--- src/rtl/hub_fwd_scheduler_if.sv ---
// rtl/hub_fwd_scheduler_if.sv - port-side bundle between receive ports, scheduler, distributor and egress FIFOs
//
// Signals:
//   rec_complete [3:0]  one-cycle pulse per source port: packet fully received
//   dst_sel      [7:0]  2-bit destination per source port, bits [2i+1:2i] = port i
//   dst_bcast    [3:0]  broadcast flag per source port
//   egress_full  [3:0]  full flag of each egress FIFO
//   grant        [3:0]  one-hot distributor source select, 0 when idle
//   wr_en        [3:0]  one-cycle write strobe per egress FIFO
//   pending      [3:0]  latched-but-unserved packet flags
//   busy                scheduler not idle
//   drop_cnt            saturating dropped/overrun packet count
// Modports: master = port/FIFO side, slave = scheduler.
interface hub_fwd_scheduler_if #(
    parameter int DROP_CNT_W = 8
);
    logic [3:0]            rec_complete;
    logic [7:0]            dst_sel;
    logic [3:0]            dst_bcast;
    logic [3:0]            egress_full;
    logic [3:0]            grant;
    logic [3:0]            wr_en;
    logic [3:0]            pending;
    logic                  busy;
    logic [DROP_CNT_W-1:0] drop_cnt;

    modport master (
        output rec_complete, dst_sel, dst_bcast, egress_full,
        input  grant, wr_en, pending, busy, drop_cnt
    );

    modport slave (
        input  rec_complete, dst_sel, dst_bcast, egress_full,
        output grant, wr_en, pending, busy, drop_cnt
    );
endinterface

--- src/rtl/hub_fwd_scheduler.sv ---
// rtl/hub_fwd_scheduler.sv - round-robin scheduler sharing the hub distribution path among four ports
//
// Ports:
//   clk    system clock, rising edge
//   reset  asynchronous active-low reset
//   bus    hub_fwd_scheduler_if.slave (rec_complete, dst_sel, dst_bcast, egress_full in;
//          grant, wr_en, pending, busy, drop_cnt out)
// Parameters:
//   HOLD_CYCLES  cycles grant is held before the write strobe (min 1)
//   DROP_CNT_W   width of the saturating drop counter
// Optional feature macro: HUB_SCHED_FULL_WAIT_EN
//   defined   - WRITE waits (grant held, wr_en low) until no target FIFO is full
//   undefined - targets that are full are skipped and the packet counts as a drop
module hub_fwd_scheduler #(
    parameter int HOLD_CYCLES = 2,
    parameter int DROP_CNT_W  = 8
) (
    input  logic                clk,
    input  logic                reset,
    hub_fwd_scheduler_if.slave  bus
);
    localparam int HCW = (HOLD_CYCLES > 1) ? $clog2(HOLD_CYCLES) : 1;

    typedef enum logic [1:0] {IDLE, GRANT, WRITE, RELEASE} state_t;

    state_t                state;
    logic [1:0]            src;
    logic [1:0]            rr;
    logic [HCW-1:0]        hold_cnt;
    logic [3:0]            pending;
    logic [3:0]            grant;
    logic [3:0]            wr_en;
    logic [1:0]            dst_q [4];
    logic [3:0]            bcast_q;
    logic [DROP_CNT_W-1:0] drop_cnt;
`ifdef HUB_SCHED_FULL_WAIT_EN
    logic [3:0]            mask_q;
    logic                  waiting;
`endif

    function automatic logic [3:0] onehot(input logic [1:0] p);
        return 4'b0001 << p;
    endfunction

    // Port being released this cycle; its clear and a fresh capture may coincide.
    logic [3:0] rel_mask;
    logic [3:0] set_mask;
    logic [3:0] overrun;
    assign rel_mask = (state == RELEASE) ? onehot(src) : 4'b0000;
    assign set_mask = bus.rec_complete & (~pending | rel_mask);
    assign overrun  = bus.rec_complete & pending & ~rel_mask;

    // Round-robin pick: first pending port after rr, wrapping modulo 4.
    logic       pick_found;
    logic [1:0] pick_src;
    logic [1:0] cand;
    always_comb begin
        pick_found = 1'b0;
        pick_src   = rr;
        cand       = rr;
        for (int k = 1; k <= 4; k++) begin
            cand = rr + 2'(k);
            if (!pick_found && pending[cand]) begin
                pick_found = 1'b1;
                pick_src   = cand;
            end
        end
    end

    // Destination mask for the packet currently held by src.
    logic [3:0] mask;
    always_comb begin
        mask = 4'b0000;
        if (bcast_q[src])
            mask = ~onehot(src);
        else if (dst_q[src] != src)
            mask = onehot(dst_q[src]);
    end

    logic hold_done;
    assign hold_done = (hold_cnt == HCW'(HOLD_CYCLES - 1));

    // The drop decision is taken on the GRANT->WRITE edge, with the strobe.
    logic write_drop;
`ifdef HUB_SCHED_FULL_WAIT_EN
    assign write_drop = (state == GRANT) && hold_done && (mask == 4'b0000);
`else
    assign write_drop = (state == GRANT) && hold_done &&
                        ((mask == 4'b0000) || ((mask & bus.egress_full) != 4'b0000));
`endif

    // Overruns on several ports and a write drop can land in one cycle; add them all.
    logic [2:0]              inc;
    logic [DROP_CNT_W+2:0]   drop_sum;
    logic [DROP_CNT_W-1:0]   drop_next;
    assign inc = {2'b00, overrun[0]} + {2'b00, overrun[1]} + {2'b00, overrun[2]} +
                 {2'b00, overrun[3]} + {2'b00, write_drop};
    assign drop_sum  = {3'b000, drop_cnt} + {DROP_CNT_W'(0), inc};
    assign drop_next = (drop_sum[DROP_CNT_W+2:DROP_CNT_W] != 3'b000) ? '1
                                                                      : drop_sum[DROP_CNT_W-1:0];

    always_ff @(posedge clk or negedge reset) begin
        if (!reset) begin
            state    <= IDLE;
            src      <= 2'd0;
            rr       <= 2'd3;
            hold_cnt <= '0;
            pending  <= 4'b0000;
            grant    <= 4'b0000;
            wr_en    <= 4'b0000;
            bcast_q  <= 4'b0000;
            drop_cnt <= '0;
            for (int i = 0; i < 4; i++) dst_q[i] <= 2'd0;
`ifdef HUB_SCHED_FULL_WAIT_EN
            mask_q   <= 4'b0000;
            waiting  <= 1'b0;
`endif
        end else begin
            pending  <= (pending & ~rel_mask) | set_mask;
            drop_cnt <= drop_next;
            for (int i = 0; i < 4; i++) begin
                if (set_mask[i]) begin
                    dst_q[i]   <= bus.dst_sel[2*i +: 2];
                    bcast_q[i] <= bus.dst_bcast[i];
                end
            end

            case (state)
                IDLE: begin
                    if (pick_found) begin
                        src      <= pick_src;
                        grant    <= onehot(pick_src);
                        hold_cnt <= '0;
                        state    <= GRANT;
                    end
                end
                GRANT: begin
                    if (hold_done) begin
                        state <= WRITE;
`ifdef HUB_SCHED_FULL_WAIT_EN
                        mask_q <= mask;
                        if (mask == 4'b0000) begin
                            wr_en   <= 4'b0000;
                            waiting <= 1'b0;
                        end else if ((mask & bus.egress_full) != 4'b0000) begin
                            wr_en   <= 4'b0000;
                            waiting <= 1'b1;
                        end else begin
                            wr_en   <= mask;
                            waiting <= 1'b0;
                        end
`else
                        wr_en <= mask & ~bus.egress_full;
`endif
                    end else begin
                        hold_cnt <= hold_cnt + 1'b1;
                    end
                end
                WRITE: begin
`ifdef HUB_SCHED_FULL_WAIT_EN
                    if (!waiting) begin
                        wr_en <= 4'b0000;
                        state <= RELEASE;
                    end else if ((mask_q & bus.egress_full) == 4'b0000) begin
                        wr_en   <= mask_q;
                        waiting <= 1'b0;
                    end
`else
                    wr_en <= 4'b0000;
                    state <= RELEASE;
`endif
                end
                RELEASE: begin
                    grant <= 4'b0000;
                    rr    <= src;
                    state <= IDLE;
                end
                default: state <= IDLE;
            endcase
        end
    end

    assign bus.grant    = grant;
    assign bus.wr_en    = wr_en;
    assign bus.pending  = pending;
    assign bus.busy     = (state != IDLE);
    assign bus.drop_cnt = drop_cnt;
endmodule

--- src/flat_wrapper.sv ---
// flat-port wrapper written by rule: the top's interface ports become plain ports
module hub_fwd_scheduler_flat 
#(
    parameter int HOLD_CYCLES = 2,
    parameter int DROP_CNT_W  = 8
)
  (clk, reset, bus_rec_complete, bus_dst_sel, bus_dst_bcast, bus_egress_full, bus_grant, bus_wr_en, bus_pending, bus_busy, bus_drop_cnt);
  hub_fwd_scheduler_if #(.DROP_CNT_W(DROP_CNT_W)) bus_i ();
  input  logic clk;
  input  logic reset;
  input wire logic [$bits(bus_i.rec_complete)-1:0] bus_rec_complete;
  input wire logic [$bits(bus_i.dst_sel)-1:0] bus_dst_sel;
  input wire logic [$bits(bus_i.dst_bcast)-1:0] bus_dst_bcast;
  input wire logic [$bits(bus_i.egress_full)-1:0] bus_egress_full;
  output wire logic [$bits(bus_i.grant)-1:0] bus_grant;
  output wire logic [$bits(bus_i.wr_en)-1:0] bus_wr_en;
  output wire logic [$bits(bus_i.pending)-1:0] bus_pending;
  output wire logic [$bits(bus_i.busy)-1:0] bus_busy;
  output wire logic [$bits(bus_i.drop_cnt)-1:0] bus_drop_cnt;
  assign bus_i.rec_complete = bus_rec_complete;
  assign bus_i.dst_sel = bus_dst_sel;
  assign bus_i.dst_bcast = bus_dst_bcast;
  assign bus_i.egress_full = bus_egress_full;
  assign bus_grant = bus_i.grant;
  assign bus_wr_en = bus_i.wr_en;
  assign bus_pending = bus_i.pending;
  assign bus_busy = bus_i.busy;
  assign bus_drop_cnt = bus_i.drop_cnt;
  hub_fwd_scheduler #(.HOLD_CYCLES(HOLD_CYCLES), .DROP_CNT_W(DROP_CNT_W)) u_core (.clk(clk), .reset(reset), .bus(bus_i));
endmodule
--- config.mk ---
export PLATFORM = sky130hd
export DESIGN_NAME = hub_fwd_scheduler_flat
export DESIGN_NICKNAME = d
export VERILOG_FILES = /design/src/rtl/hub_fwd_scheduler_if.sv /design/src/rtl/hub_fwd_scheduler.sv /design/src/flat_wrapper.sv
export SDC_FILE = /design/constraint.sdc
export NUM_CORES = 1
export LEC_CHECK = 0
export BUFFER_PORTS_ARGS = -buffer_cell sky130_fd_sc_hd__buf_2
export CORE_MARGIN = 2
export CORE_UTILIZATION = 35
export CTS_CLUSTER_SIZE = 20
export DETAILED_ROUTE_END_ITERATION = 10
export SETUP_SLACK_MARGIN = 0.5
export SLEW_MARGIN = 5
export SYNTH_ARGS = -nofsm -noshare
export SYNTH_HDL_FRONTEND = slang
export SYNTH_SLANG_ARGS = --single-unit
--- constraint.sdc ---
create_clock -name clk -period 12 [get_ports clk]
set_clock_uncertainty 0.15 [all_clocks]
set_input_delay 1.2 -clock clk [delete_from_list [all_inputs] [get_ports clk]]
set_output_delay 1.2 -clock clk [all_outputs]
set_load 0.03 [all_outputs]
# == After elaboration in Yosys (flattened, before gate mapping) ==
# Cells that the tools add are included.
# classes
n_mux,35
order_cmp,6
n_shift,3
n_eq_ne,6
add_sub_neg,9
n_bitwise,13
n_reduce_logical,22
# op_table
op,count
4-bit AND,6
4-bit 2-to-1 mux,5
2-bit 2-to-1 mux,8
4-bit NOT,4
4-bit one-hot mux with 2 select lines,2
2-bit by 3-bit less-than comparator with 1-bit output (second input constant),5
1-bit by 2-bit left shift with 4-bit output (first input constant),3
1-bit 2-to-1 mux,11
1-bit binary-select mux with 2-bit select,5
2-bit AND reduction,5
3-bit by 1-bit adder with 3-bit output,3
8-bit by 3-bit adder with 9-bit output,1
8-bit 2-to-1 mux,1
4-bit bitwise OR,2
2-bit one-hot mux with 4 select lines,1
2-bit nonzero test,4
1-bit logical AND,5
2-bit adder (second input constant),2
2-bit binary-select mux with 2-bit select,1
2-bit equality test (second input constant),2
4-bit zero test,1
2-bit by 1-bit inequality test with 1-bit output (second input constant),2
4-bit nonzero test,1
3-bit >= comparator (second input constant),1
11 further kinds,13
# word_totals
output_inout_bits,21
regBits,39

# == Longest topological paths before layout ==
# Gate-level depths: netlist of run 1.
# depth
ltp_word,16
depth_mapped,19
mapped_depth_nobuf,18

# == Worst setup path before layout of run 1 ==
# OpenSTA, ideal clock, no wires.
# synth_path
kind,input -> register
startpoint,input port bus_egress_full[2]
endpoint,"register u_core.drop_cnt[7], in the netlist u_core.bus.drop_cnt[7]"
slack_ns,7.483
t_required_ns,11.725
arrival_time_ns,4.242
path_buffers,0
cell_stages,15
path_cell_list,inv_1 a211oi_1 a211o_1 o311ai_1 fa_1 inv_1 ha_1 inv_1 fa_1 inv_1 ha_1 a21o_1 a21oi_1 nand3b_1 mux2_2
# synth_via
elab_chain_len,8
# synth_lines
item,line_no,source
from (decl),flat_wrapper.sv:14,input wire logic [$bits(bus_i.egress_full)-1:0] bus_egress_full;
4-bit AND *,hub_fwd_scheduler.sv:89,((mask == 4'b0000) || ((mask & bus.egress_full) != 4'b0000));
4-bit nonzero test *,hub_fwd_scheduler.sv:89,
1-bit logical OR *,hub_fwd_scheduler.sv:89,
1-bit logical AND *,hub_fwd_scheduler.sv:88,assign write_drop = (state == GRANT) && hold_done &&
3-bit by 1-bit adder with 3-bit output *,hub_fwd_scheduler.sv:97,"{2'b00, overrun[3]} + {2'b00, write_drop};"
8-bit by 3-bit adder with 9-bit output *,hub_fwd_scheduler.sv:98,"assign drop_sum = {3'b000, drop_cnt} + {DROP_CNT_W'(0), inc};"
3-bit nonzero test,hub_fwd_scheduler.sv:99,assign drop_next = (drop_sum[DROP_CNT_W+2:DROP_CNT_W] != 3'b000) ? '1
8-bit 2-to-1 mux *,hub_fwd_scheduler.sv:99,
net u_core.drop_next[7],hub_fwd_scheduler.sv:95,logic [DROP_CNT_W-1:0] drop_next;
to (signal assigned),hub_fwd_scheduler.sv:120,drop_cnt <= drop_next;
to (decl),hub_fwd_scheduler.sv:35,logic [DROP_CNT_W-1:0] drop_cnt;
# Mark *: on every way through the listed nets, which the timed path passes. The rest lies on a longest branch.
# A chain may end at the register's enable or synchronous reset.

# == Worst setup path in the final report of run 1 ==
# layout_path
startpoint,register u_core.src[0]
endpoint,"register u_core.drop_cnt[7], in the netlist u_core.bus.drop_cnt[7]"
# layout_via
elab_chain_len,15
word_cells_on_any_way,27
classes_between,add/sub (5); eq/ne (1); shift (2); mux (9); bitwise (5); reduce/logical (5)
# layout_lines
item,line_no,source
from (decl),hub_fwd_scheduler.sv:27,logic [1:0] src;
from (signal assigned),hub_fwd_scheduler.sv:131,src <= pick_src;
"parallel branches: the longest is 11 deep, another holds 3-bit by 1-bit adder with 3-bit output",n/a,
3-bit by 1-bit adder with 3-bit output *,hub_fwd_scheduler.sv:97,
8-bit by 3-bit adder with 9-bit output *,hub_fwd_scheduler.sv:98,
3-bit nonzero test,hub_fwd_scheduler.sv:99,
8-bit 2-to-1 mux *,hub_fwd_scheduler.sv:99,
net u_core.drop_next[7],hub_fwd_scheduler.sv:95,
# Mark *: on every way through the listed nets, which the timed path passes. The select of a mux whose other input is x is not followed.

==> results of run 1 <==
layout by cell type (no fill, tap or decap), drive strengths merged, types with 3 or more instances in the layout:
master and instances:
a21oi 9, dfrtp 37, mux2 14, inv 20
nor3 3, a41oi 5, nor2b 10, buf 42
clkbuf 6, mux4 3, nor2 8, ha 10
a22o 5, o21a 3, nand2b 8, nand3 5
a211oi 4, nand2 23, fa 3, o21ai 19
through the flow:
step / hold slack, ps / total power [uW] / instance area [um^2]
3_3_place_gp: 336 / 355 / 2520
5_1_grt: 394 / 500 / 2640
6_report: 352 / 467 / 2640
2_1_floorplan: 303 / 309 / 2260
4_1_cts: 359 / 474 / 2640
3_5_place_dp: 342 / 357 / 2520
sequential cells by signal, indices dropped and copies added (netlist names):
signal               count
u_core.bus.wr_en         4
u_core.hold_cnt          1
u_core.dst_q             8
u_core.rr                2
u_core.bcast_q           4
u_core.state             2
u_core.bus.pending       4
u_core.src               2
u_core.bus.grant         4
u_core.bus.drop_cnt      8
cell type report:
| type | count | area, um^2 |
|---|---|---|
| Multi-Input combinational cell | 157 | 1160 |
| Tap cell | 77 | 96.3 |
| Fill cell | 643 | 3670 |
| Clock buffer | 6 | 82.6 |
| Clock inverter | 2 | 35.0 |
| Inverter | 20 | 75.1 |
| Timing Repair Buffer | 42 | 210 |
| Sequential cell | 39 | 978 |
power breakdown:
group	switching (uW)	total, uW	leakage (uW)	internal, uW
Sequential	29.9	191	0.000449	161
Clock	47.2	115	0.0000612	67.3
Combinational	93.3	161	0.000727	67.3
Total	170	467	0.00124	296
how the worst min path moves through the flow:
stage                                endpoint  slack [ps]  cells past startpoint
after floorplan               u_core.dst_q[0]         300                      1
after global placement    u_core.bus.grant[1]         340                      2
after detailed placement      u_core.dst_q[1]         340                      1
after CTS                     u_core.dst_q[1]         360                      1
after global routing          u_core.dst_q[7]         390                      1
final                         u_core.dst_q[1]         350                      1
per-layer routing:
layer | global-route usage [%] | up-vias | wire length, um
met5 | 0 | - | 0
met2 | 22.2 | 35 | 2160
met3 | 3.93 | 7 | 237
met1 | 18.7 | 839 | 2290
li1 | - | 878 | -
met4 | 6.64 | 0 | 87
cell families after synthesis:
logic type	after synthesis	synth area share, %
buffers and inverters	27	5.20
and+or+nand+nor	64	14.0
adders and majority gates	13	8.20
AOI/OAI and AO/OA	58	17.1
xor gates and xnor gates	3	1.16
DFF	39	43.3
muxes	19	11.0
==> flow_summary.json, run 1 <==
{
  "status": "completed",
  "rr_worst_depth": 16,
  "hold_start": "u_core.dst_q[1]",
  "crit_buf_inv": 3,
  "grt_pass1_wl_mm": 8.11,
  "cp-end-kind": "flip-flop",
  "finalCriticalPeriod_ps": 5050,
  "ir_worst_vdd_mv": 0.0961,
  "die_width_um": 84.4,
  "fin_nets": 300,
  "antenna_cells": 0,
  "synth_area_leaders": "dfrtp_1 41%, mux2_1 6.0%, ha_1 5.5%",
  "antenna_found_initial": 0,
  "syn_area_um2": 2260,
  "critPathLaunchType": "flip-flop",
  "crit_slowest_cell": "dfrtp_1",
  "timing.rr.start": "u_core.src[0]",
  "async_flop_share_pct": 100,
  "final_cells": 343,
  "grt_max_degree": 40,
  "clkLatencyLatePin_ps": 300,
  "drt_iter0_drc": 104,
  "cp.depth": 16,
  "timing.rr.end": "u_core.bus.drop_cnt[7]",
  "dp_hpwl_mm": 3.66,
  "holdBufCountCts": 0,
  "die-area_um2": 7110,
  "cts_max_level": 2,
  "critPathMaxFanout": 13,
  "via_per_inst": 5.13,
  "syn_area_per_cell_um2": 10.1,
  "synth-seq-area-share_pct": 43.3,
  "cp-startpoint": "u_core.src[0]",
  "start_util_pct": 35.8,
  "ant_nets": 0,
  "maxSlewViolCount": 0,
  "rsz0062_at_grt": "false",
  "layout-drive-gt1-share_pct": 21.8,
  "die-height_um": 84.4,
  "max_freq_mhz": 198,
  "place.port_buffers": 42,
  "area_growth_pct": 16.9,
  "power_density_nw_per_um2": 177,
  "placedCellCount": 335,
  "drc_errors": 0,
  "syn_inst": 223,
  "clk_pin_slew_ps": 70,
  "critPathMostFrequentCell": "inv_1",
  "required_ps": 12030,
  "ys_seq_elements": 39,
  "finalSetupViolations": 0,
  "hold_path.class": "reg2reg",
  "cap_violations": 0,
  "worstSetupPathType": "reg2reg",
  "utilization_pct": 41.8,
  "yosysTopAreaCell": "dfrtp_1",
  "grt_overflow": 0,
  "reg2reg_slack_ps": 6950,
  "ios": 43,
  "path_cells": "mux4_2 > nand2b_1 > a221oi_1 > nor4_1 > o311ai_1 > fa_1 > inv_1 > ha_1 > inv_1 > fa_1 > inv_1 > ha_1 > a21o_1 > a21oi_1 > nand3b_1 > mux2_2",
  "wl_mm": 4.78,
  "layout_setup_ws_ps": 6950,
  "place.gp.congestion": 0.803,
  "cts_buffers": 5,
  "cts_sinks": 39,
  "ys_warn_count": 0,
  "synth_ff_type": "dfrtp_1",
  "synth-edff-count": 0,
  "max_slew_margin_pct": 41.8,
  "dr.pass1.iters": 4,
  "coreArea_um2": 6310,
  "leakage_uw": 0.00124,
  "synth_top_area_share_pct": 41.0,
  "cp.arrival_ps": 5080,
  "slowest_delay_ps": 620,
  "vias": 1759,
  "root_buffer": "clkbuf_8",
  "synth_common_cells": "37 x dfrtp_1, 23 x nand2_1, 18 x inv_1",
  "grt_use_total_pct": 14.3,
  "synth_cell_types": 45,
  "cts_buffer_depth": 2,
  "cts_setup_buffers": 0,
  "min_period_over_period_pct": 42.1,
  "first_global_vias": 1732,
  "tns_ps": 0,
  "yosysMostFrequentCell": "dfrtp_1",
  "synth_nets": 258,
  "cts_tree": "yes",
  "finalHoldViolCount": 0,
  "tightest_slew_ps": 873,
  "cpLargestDelayFamily": "adder cells",
  "critPathCapture": "u_core.bus.drop_cnt[7]",
  "num_rows": 29,
  "wl_per_cell_um": 13.9,
  "postCtsResizedCells": 0,
  "place_ws_ps": 6950
}
(Power assumes the default switching activity.)
==> run 2: changes to the inputs <==
Clock period 12 ns to 5.1 ns, I/O delays scaled along.
==> flow_summary.json, run 2 (same netlist as run 1, synthesis figures left out) <==
{
  "grt_pass1_wl_mm": 8.48,
  "fin_nets": 305,
  "p_comb_share_pct": 38.3,
  "cts_tree": "yes",
  "critPathLaunchType": "flip-flop",
  "min_period_over_period_pct": 87.3,
  "num_rows": 29,
  "cp.arrival_ps": 4480,
  "root_buffer": "clkbuf_8",
  "layout-drive-gt1-share_pct": 27.3,
  "reg_top3": "u_core.bus.drop_cnt x8, u_core.dst_q x8",
  "postLayoutCellArea_um2": 2710,
  "wl_mm": 4.96,
  "met3_usage_pct": 3.64,
  "coreArea_um2": 6310,
  "ios": 43,
  "via_per_inst": 5.14,
  "mostFrequentLayoutCells": "42 x buf_2, 36 x dfrtp_1, 23 x nand2_1",
  "final_cells": 348,
  "use_met2_pct": 23.8,
  "ir_worst_vdd_mv": 0.341,
  "wl_per_cell_um": 14.3,
  "antenna_cells": 0,
  "power.internal_uw": 651,
  "grtUsageMet1_pct": 19.7,
  "place.gp.congestion": 0.851,
  "start_util_pct": 35.8,
  "dp_hpwl_mm": 3.70,
  "leakage_uw": 0.00125,
  "holdBufCountCts": 0,
  "status": "completed",
  "seq_power_share_pct": 42.4,
  "drt_iter0_drc": 101,
  "worstSetupPathType": "reg2reg",
  "timing.rr.end": "u_core.bus.drop_cnt[7]",
  "finalHoldViolCount": 0,
  "grt.busiest_layer": "met2",
  "tightest_slew_ps": 882,
  "grt_max_degree": 40,
  "grt_use_total_pct": 14.7,
  "cts_buffer_depth": 2,
  "reg2reg_slack_ps": 650,
  "first_global_vias": 1757,
  "power_density_nw_per_um2": 395,
  "grt_overflow": 0,
  "maxSlewViolCount": 0,
  "cp-end-kind": "flip-flop",
  "switchingPower_uw": 422,
  "max_freq_mhz": 224,
  "die-height_um": 84.4,
  "cts_sinks": 39,
  "ant_nets": 0,
  "finalCriticalPeriod_ps": 4450,
  "pwr-share-clk_pct": 19.2,
  "vias": 1790,
  "drc_errors": 0,
  "cts_max_level": 2,
  "final_common_cell": "buf_2",
  "max_slew_margin_pct": 41.2,
  "cap_violations": 0,
  "area_growth_pct": 20.0,
  "postPlaceCellArea_um2": 2540,
  "cts_buffers": 5,
  "critPathMaxFanout": 5,
  "rr_worst_depth": 16,
  "rsz0062_at_grt": "true",
  "required_ps": 5130,
  "placedCellCount": 337,
  "antenna_found_initial": 0,
  "place.port_buffers": 42,
  "die_width_um": 84.4,
  "clkLatencyLatePin_ps": 290,
  "tns_ps": 0,
  "dr.pass1.iters": 4,
  "hold_path.class": "in2async",
  "clk_pin_slew_ps": 80,
  "die-area_um2": 7110,
  "timing.rr.start": "u_core.src[0]",
  "finalSetupViolations": 0,
  "swShare_pct": 39.3
}
==> run 2: how the worst max path moves through the flow <==
stage / from / endpoint / slack (ps)
after floorplan: u_core.src[0] / u_core.bus.drop_cnt[7] / 700
after global placement: u_core.src[0] / u_core.bus.drop_cnt[7] / 340
after detailed placement: u_core.src[0] / u_core.bus.drop_cnt[7] / 210
after CTS: u_core.src[0] / u_core.bus.drop_cnt[7] / 520
after global routing: u_core.src[0] / u_core.bus.drop_cnt[6] / 470
final: u_core.src[0] / u_core.bus.drop_cnt[7] / 650
==> run 2: what timing repair did <==
action                                  CTS  global route
buffers inserted                          1             2
endpoints found under the setup margin    8             8
hold endpoints to repair                  0             0
pin swaps                                 1            10
resized for setup                         5            10
==> run 2: cell type report <==
class | instances | area, um^2
fill | 628 | 3600
multi-input combinational | 157 | 1230
sequential | 39 | 980
timing repair buffer | 47 | 248
tap | 77 | 96.3
clock buffer | 7 | 76.3
inverter | 20 | 75.1
clock inverter | 1 | 5.00
==> run 2: through the flow <==
stage,setup WS (ps),total power (uW),utilization (%),hold slack (ps)
floorplan,704,728,-,64.4
global placement,338,837,40.2,335
detailed placement,212,842,40.2,346
CTS,515,1060,42.0,212
global route,474,1150,43.0,265
finish,645,1070,43.0,184
==> run 2: layer usage <==
layer,share of wire [%],vias up
met5,0,-
met4,0.46,0
met1,48,863
met3,4.4,2
li1,-,889
met2,47,36
==> run 2: worst max-delay path, stage by stage (launching register included) <==
cell      delay [ps]
dfrtp_2          430
mux4_2           540
nor2b_1          150
o21a_1           200
a22o_1           240
o311ai_4         300
fa_1             460
inv_1             70
ha_2             160
inv_2             30
fa_2             550
inv_2             50
ha_4             220
a21o_1           180
a21oi_2          150
nand3b_1         150
mux2_4           300
==> run 2: power by group through the flow <==
stage	Clock, uW	Sequential [uW]	Combinational [uW]
after global placement	0	458	380
after CTS	213	452	394
final	206	455	411
after floorplan	0	511	217
after global routing	227	469	457
after detailed placement	0	457	385
